<file path="src/rtl/count_arbiter_pkg.sv">
// Shared definitions for the count arbiter: FSM encoding, default slot length
// and the round-robin index helper.
package count_arbiter_pkg;

    typedef enum logic [1:0] {
        ST_IDLE = 2'd0,
        ST_RUN  = 2'd1,
        ST_DONE = 2'd2
    } state_e;

    localparam int TERM_DEFAULT = 10;
    localparam int OWNER_W      = 3;

    // Index 'offset' positions after 'base', wrapped into 0..n-1 (offset <= n).
    function automatic logic [OWNER_W-1:0] rr_index(
        input logic [OWNER_W-1:0] base,
        input int                 offset,
        input int                 n
    );
        logic [OWNER_W:0] sum;
        sum = {1'b0, base} + (OWNER_W+1)'(offset);
        if (sum >= (OWNER_W+1)'(n)) begin
            sum = sum - (OWNER_W+1)'(n);
        end else begin
            sum = sum;
        end
        return sum[OWNER_W-1:0];
    endfunction

endpackage

</file>
<file path="src/rtl/count_arbiter_slot_counter.sv">
// 4-bit slot counter with synchronous clear, enable and terminal-count flag.
// Saturates at TERM so it can never run past the slot length.
module slot_counter #(
    parameter int TERM = 10
) (
    input  logic       clk,
    input  logic       rst,
    input  logic       clr_i,
    input  logic       en_i,
    output logic [3:0] count_o,
    output logic       tc_o
);

    localparam logic [3:0] TERM_C = 4'(TERM);

    logic [3:0] count_q;
    logic [3:0] count_d;

    // Next count: clear wins over enable, and enable holds at TERM.
    always_comb begin
        count_d = count_q;
        if (clr_i) begin
            count_d = 4'd0;
        end else if (en_i && (count_q != TERM_C)) begin
            count_d = count_q + 4'd1;
        end else begin
            count_d = count_q;
        end
    end

    // Count register with synchronous reset.
    always_ff @(posedge clk) begin
        if (rst) begin
            count_q <= 4'd0;
        end else begin
            count_q <= count_d;
        end
    end

    assign count_o = count_q;
    assign tc_o    = (count_q == TERM_C);

endmodule

</file>
<file path="src/rtl/count_arbiter.sv">
// Round-robin arbiter granting one requester a fixed-length counted slot,
// with early release when the owner drops its request.
module count_arbiter
    import count_arbiter_pkg::*;
#(
    parameter int NREQ = 4,
    parameter int TERM = TERM_DEFAULT
) (
    input  logic                 clk,
    input  logic                 rst,
    input  logic [NREQ-1:0]      req,
    output logic [NREQ-1:0]      grant,
    output logic [3:0]           count,
    output logic                 busy,
    output logic                 done,
    output logic [OWNER_W-1:0]   owner
);

    state_e               state_q;
    logic [NREQ-1:0]      grant_q;
    logic [OWNER_W-1:0]   owner_q;
    logic [OWNER_W-1:0]   last_owner_q;
    logic                 done_q;
    logic                 busy_q;

    logic [7:0]           req_ext_s;
    logic [OWNER_W-1:0]   rr_cand_s;
    logic [OWNER_W-1:0]   sel_idx_s;
    logic                 sel_valid_s;
    logic [NREQ-1:0]      grant_sel_s;
    logic                 owner_req_s;
    logic                 cnt_clr_s;
    logic                 cnt_en_s;
    logic                 cnt_tc_s;
    logic [3:0]           cnt_s;

    // Widened to 8 entries so a 3-bit index always addresses it exactly.
    assign req_ext_s   = 8'(req);
    assign owner_req_s = req_ext_s[owner_q];

    // Round-robin search starting just after the last owner.
    always_comb begin
        sel_valid_s = 1'b0;
        sel_idx_s   = 3'd0;
        rr_cand_s   = 3'd0;
        grant_sel_s = '0;
        for (int k = 1; k <= NREQ; k++) begin
            rr_cand_s = rr_index(last_owner_q, k, NREQ);
            if (!sel_valid_s && req_ext_s[rr_cand_s]) begin
                sel_valid_s = 1'b1;
                sel_idx_s   = rr_cand_s;
            end else begin
                sel_valid_s = sel_valid_s;
            end
        end
        for (int i = 0; i < NREQ; i++) begin
            grant_sel_s[i] = (sel_idx_s == 3'(i));
        end
    end

    // Counter control: runs only while the owner keeps its request and the slot is open.
    always_comb begin
        cnt_clr_s = 1'b0;
        cnt_en_s  = 1'b0;
        case (state_q)
            ST_IDLE: cnt_clr_s = 1'b1;
            ST_RUN: begin
                if (!owner_req_s || cnt_tc_s) begin
                    cnt_clr_s = 1'b1;
                end else begin
                    cnt_en_s = 1'b1;
                end
            end
            ST_DONE: cnt_clr_s = 1'b1;
            default: cnt_clr_s = 1'b1;
        endcase
    end

    slot_counter #(
        .TERM (TERM)
    ) u_slot_counter (
        .clk     (clk),
        .rst     (rst),
        .clr_i   (cnt_clr_s),
        .en_i    (cnt_en_s),
        .count_o (cnt_s),
        .tc_o    (cnt_tc_s)
    );

    // Arbitration FSM with registered grant, busy, done and owner.
    always_ff @(posedge clk) begin
        if (rst) begin
            state_q      <= ST_IDLE;
            grant_q      <= '0;
            busy_q       <= 1'b0;
            done_q       <= 1'b0;
            owner_q      <= 3'd0;
            last_owner_q <= 3'(NREQ-1);
        end else begin
            case (state_q)
                ST_IDLE: begin
                    done_q <= 1'b0;
                    if (sel_valid_s) begin
                        state_q      <= ST_RUN;
                        grant_q      <= grant_sel_s;
                        busy_q       <= 1'b1;
                        owner_q      <= sel_idx_s;
                        last_owner_q <= sel_idx_s;
                    end else begin
                        state_q <= ST_IDLE;
                    end
                end
                ST_RUN: begin
                    if (!owner_req_s) begin
                        state_q <= ST_IDLE;
                        grant_q <= '0;
                        busy_q  <= 1'b0;
                    end else if (cnt_tc_s) begin
                        state_q <= ST_DONE;
                        grant_q <= '0;
                        busy_q  <= 1'b0;
                        done_q  <= 1'b1;
                    end else begin
                        state_q <= ST_RUN;
                    end
                end
                ST_DONE: begin
                    state_q <= ST_IDLE;
                    done_q  <= 1'b0;
                end
                default: begin
                    state_q <= ST_IDLE;
                    grant_q <= '0;
                    busy_q  <= 1'b0;
                    done_q  <= 1'b0;
                end
            endcase
        end
    end

    assign grant = grant_q;
    assign count = cnt_s;
    assign busy  = busy_q;
    assign done  = done_q;
    assign owner = owner_q;

endmodule

</file>
<file path="config.mk">
export PLATFORM = sky130hd
export DESIGN_NAME = count_arbiter
export DESIGN_NICKNAME = d
export VERILOG_FILES = /design/src/rtl/count_arbiter_pkg.sv /design/src/rtl/count_arbiter_slot_counter.sv /design/src/rtl/count_arbiter.sv
export SDC_FILE = /design/constraint.sdc
export NUM_CORES = 1
export LEC_CHECK = 0
export ABC_AREA = 0
export BUFFER_PORTS_ARGS = -buffer_cell sky130_fd_sc_hd__buf_2
export CAP_MARGIN = 20
export CORE_MARGIN = 3
export CORE_UTILIZATION = 30
export CTS_CLUSTER_DIAMETER = 30
export DETAILED_ROUTE_END_ITERATION = 7
export SYNTH_ARGS = -nofsm -noshare
export SYNTH_HDL_FRONTEND = slang
export SYNTH_SLANG_ARGS = --single-unit
</file>
<file path="constraint.sdc">
create_clock -name clk -period 3.3 [get_ports clk]
set_clock_uncertainty 0.05 [all_clocks]
set_input_delay 0 -clock clk [delete_from_list [all_inputs] [get_ports clk]]
set_output_delay 0 -clock clk [all_outputs]
set_load 0.01 [all_outputs]
</file>
==> results.md <==
* Horizontal extent of the die at roughly 64 um
* CTS Sinks at 17
* Worst R2R Path Depth at 7
* Count of unique library cells instantiated by Yosys at 41
* Combinational Power Share at between 50% and 60%
* Unrepaired setup endpoints after global routing: no
* Crit path launch: last_owner_q[0]
* Initial antenna violation count at 0
* Number of iterations in the first detailed-routing pass at 4
* Crit Path Max Fanout at 14
* Clock latency on the worst-skew pair at approximately 0.29 ns
* Clock power share at about an eighth
* Number of nets in the finished design at around 130
* Worst hold endpoint: owner[0]
* Antenna cells at 0
* Level count of the clock H-tree at 1
* Max Cap Violations at 0
* DPL Wire Length at approximately 1600 um
* Overall fraction of global-route tracks in use at around 11%
* Most common cell in the synthesized netlist: sky130_fd_sc_hd__dfxtp_1
* Fraction of synthesized cell area taken by the top area cell type at around 34%
* Startpoint of the lowest-slack register-to-register path: last_owner_q[0]
* Initial Utilization at between 30% and 40%
* Port bufs at 18
* Post-CTS clock slew at the launch and capture registers of the worst setup and hold paths at 0.10 ns
* GRT Residual Overflow at 0
* Switching power total at between 300 and 400 uW
* Share of cells above drive strength 1 at 35.59%
* Syn avg cell area at ~10 sq um
* Standard-cell row count at 20
* Area of the placeable core at 3128 sq um
* Share of the cycle needed by the critical path after routing at 82.79%
* Largest stage delay on the critical path at around 0.68 ns
* Slew at the pin with the worst max-slew slack at 0.5516 ns
* Layout fillers at 331
* Top cell type by total area after synthesis: sky130_fd_sc_hd__dfxtp_1
* Main area contributors after synthesis: sky130_fd_sc_hd__dfxtp_1 (34%), sky130_fd_sc_hd__mux4_1 (5.2%), sky130_fd_sc_hd__ha_1 (5.0%)
* Final Slew Violations at 0
* 1st-iter DRT viols at 66
* Final Hold Vio Count at 0
* Type of destination of the critical path: register
* Routed wire per std cell at between 10 and 15 um
* Gates resized, CTS repair at 0
* Cell count after placement at ~160
* Final setup fails at 0
* Setup TNS at 0 ns
* Average via count per standard cell at approximately 5
* Worst IR Drop VDD at roughly 0.36 mV
* Register bit total from synthesis at 17
* Root buffer cell: sky130_fd_sc_hd__clkbuf_4
* Post-DP Area at roughly 1100 sq um
* Total Routed Length at 2089 um
* Share of flip-flops with an asynchronous set or reset after synthesis at 0%
* Reg area at around 340 sq um
* Final Non-Filler Cells at between 150 and 200
* Worst Setup Start Kind: register
* First-pass GRT wire length at 3636 um
* Area growth syn-to-layout at 13.49%
* Num ports at 19
* Clock tree from TritonCTS: yes
* Stages on worst setup path at 7
* Remaining routing DRC violations at 0
* Routability congestion estimate at 0.8409
* Maximum buffer depth of the clock tree at 2
* Post-Synthesis Cell Area at 1011 sq um
* Crit path DAT at around 2.9 ns
* Series of cell instances along the critical path: inv_1 > ha_1 > mux4_2 > o21ai_2 > a41oi_4 > nor2b_4 > a32o_2
* Number of flops mapped to enable cells by yosys at 0
* Post-synthesis cell count at just under 100
* Clock period minus worst slack at roughly 2.7 ns
* Flop pwr share at approximately a third
* Via total after detailed routing at ~810
* Power Density at 815.4 nW/um^2
* CTS Buf Count at 3
* Vias in the first global route at roughly 830
* Cell type of the slowest stage on the worst timing path: sky130_fd_sc_hd__dfxtp_1
* Status: completed
* Worst reg2reg endpoint: grant[2]
* Internal power at about 540 uW
* Kind of cell adding the most delay to the critical path: flip-flops
* WHS Path Cells at 5
* Register area share after synthesis at between 30% and 40%
* Vertical die dimension at about 64 um
* Worst hold-check path type: input port to register
* Synth top cells by count: sky130_fd_sc_hd__dfxtp_1 (17), sky130_fd_sc_hd__nor2_1 (12), sky130_fd_sc_hd__nand2_1 (6), sky130_fd_sc_hd__nor3_1 (5)
* Switching share of power at between 40% and 50%
* Final Instance Area at around 1100 sq um
* Count of antenna-violating nets left after detailed routing at 0
* Total area of multi-input combinational cells at around 610 sq um
* Maximum clock frequency at between 300 and 400 MHz
* Source of the worst hold timing path: req[1]
* Net count after synthesis at 109
* Most used DFF post-synth: sky130_fd_sc_hd__dfxtp_1
* Worst-case headroom to the max-slew limit at between 60% and 70%
* Reg-to-reg slack, setup at 0.57 ns
* CTS Hold Bufs at 1
* Data required, critical path at roughly 3.4 ns
* Die Outline Area at between 4000 and 5000 sq um
* Post-CTS Setup Bufs at 0
* Number of buffer and inverter instances along the worst setup path at 1
* Total of warnings raised by yosys at 0
* Leak pwr at 0.5330 nW
* Worst setup path category: register to register
* Largest net degree at the start of global routing at 15
==> how the worst max path moves through the flow <==
| stage | to | slack (ns) |
|---|---|---|
| 2_1_floorplan | grant[2] | 0.90 |
| 3_3_place_gp | grant[1] | 0.70 |
| 3_5_place_dp | grant[2] | 0.59 |
| 4_1_cts | grant[2] | 0.57 |
| 5_1_grt | grant[2] | 0.35 |
| 6_report | grant[2] | 0.57 |
==> routing by layer <==
metal / wire length, um / global-route usage [%]
met1: 946 / 13.50
met2: 1009 / 18.19
met4: 33 / 6.469
met5: 0 / 0
met3: 100 / 2.285
==> through the flow <==
stage	power, mW	utilization (%)	hold WS [ns]	setup slack, ns
after floorplan	0.7291	-	0.1778	0.8981
after global placement	0.8173	35.48	0.2646	0.6962
after detailed placement	0.8317	35.48	0.2686	0.5897
after CTS	0.9449	36.68	0.3585	0.5672
after global routing	1.021	36.68	0.4177	0.3529
final	0.9355	36.68	0.3666	0.5681
==> worst min-delay path: stages <==
cell                       delay, ns
sky130_fd_sc_hd__buf_2          0.13
sky130_fd_sc_hd__mux2i_1        0.12
sky130_fd_sc_hd__o21a_1         0.15
sky130_fd_sc_hd__o22a_2         0.19
sky130_fd_sc_hd__a211oi_1       0.07
==> registers in the layout, indices dropped and copies added, names as in the netlist <==
signal	flops
busy	1
done	1
grant	4
last_owner_q	2
owner	3
state_q	2
u_slot_counter.count_o	4
==> power groups by stage <==
stage | Clock (mW) | Sequential [mW] | Combinational (mW)
final | 0.110 | 0.323 | 0.503
after global routing | 0.119 | 0.330 | 0.571
after CTS | 0.114 | 0.323 | 0.508
after detailed placement | 0 | 0.328 | 0.504
after global placement | 0 | 0.324 | 0.493
after floorplan | 0 | 0.314 | 0.415
==> logic make-up (layout without fill, tap and decap cells) <==
group / after synthesis / in the layout / share of synthesized area [%]
AOI/OAI and AO/OA: 25 / 25 / 21.66
xor gates and xnor gates: 2 / 2 / 1.733
buffers and inverters: 8 / 27 / 6.064
and+or+nand+nor: 35 / 35 / 18.19
muxes: 8 / 8 / 13.74
adders and majority gates: 4 / 4 / 4.951
DFF: 17 / 17 / 33.66
==> layout by cell type, fill, tap and decap left out, types with 2 or more instances in the layout <==
master / Yosys / routed
sky130_fd_sc_hd__mux4_2: 2 / 2
sky130_fd_sc_hd__nand2_2: 2 / 2
sky130_fd_sc_hd__inv_1: 4 / 4
sky130_fd_sc_hd__dfxtp_1: 17 / 17
sky130_fd_sc_hd__a21oi_1: 4 / 4
sky130_fd_sc_hd__mux2i_1: 3 / 3
sky130_fd_sc_hd__nand2_1: 6 / 6
sky130_fd_sc_hd__a32o_2: 4 / 4
sky130_fd_sc_hd__o21a_1: 2 / 2
sky130_fd_sc_hd__nor2_1: 12 / 12
sky130_fd_sc_hd__ha_1: 4 / 4
sky130_fd_sc_hd__buf_2: 0 / 18
sky130_fd_sc_hd__and2_1: 2 / 2
sky130_fd_sc_hd__o22ai_1: 2 / 2
sky130_fd_sc_hd__or2_2: 2 / 2
sky130_fd_sc_hd__clkbuf_4: 0 / 3
sky130_fd_sc_hd__nor3_1: 5 / 5
sky130_fd_sc_hd__mux4_1: 2 / 2
==> final cells by class <==
type                            instances  area share, %
Clock buffer                            3          1.963
Clock inverter                          1         0.4362
Inverter                                4          1.309
Multi-Input combinational cell         74          53.11
Sequential cell                        17          29.66
Tap cell                               44          4.798
Timing Repair Buffer                   19          8.724
(Power assumes the default switching activity.)
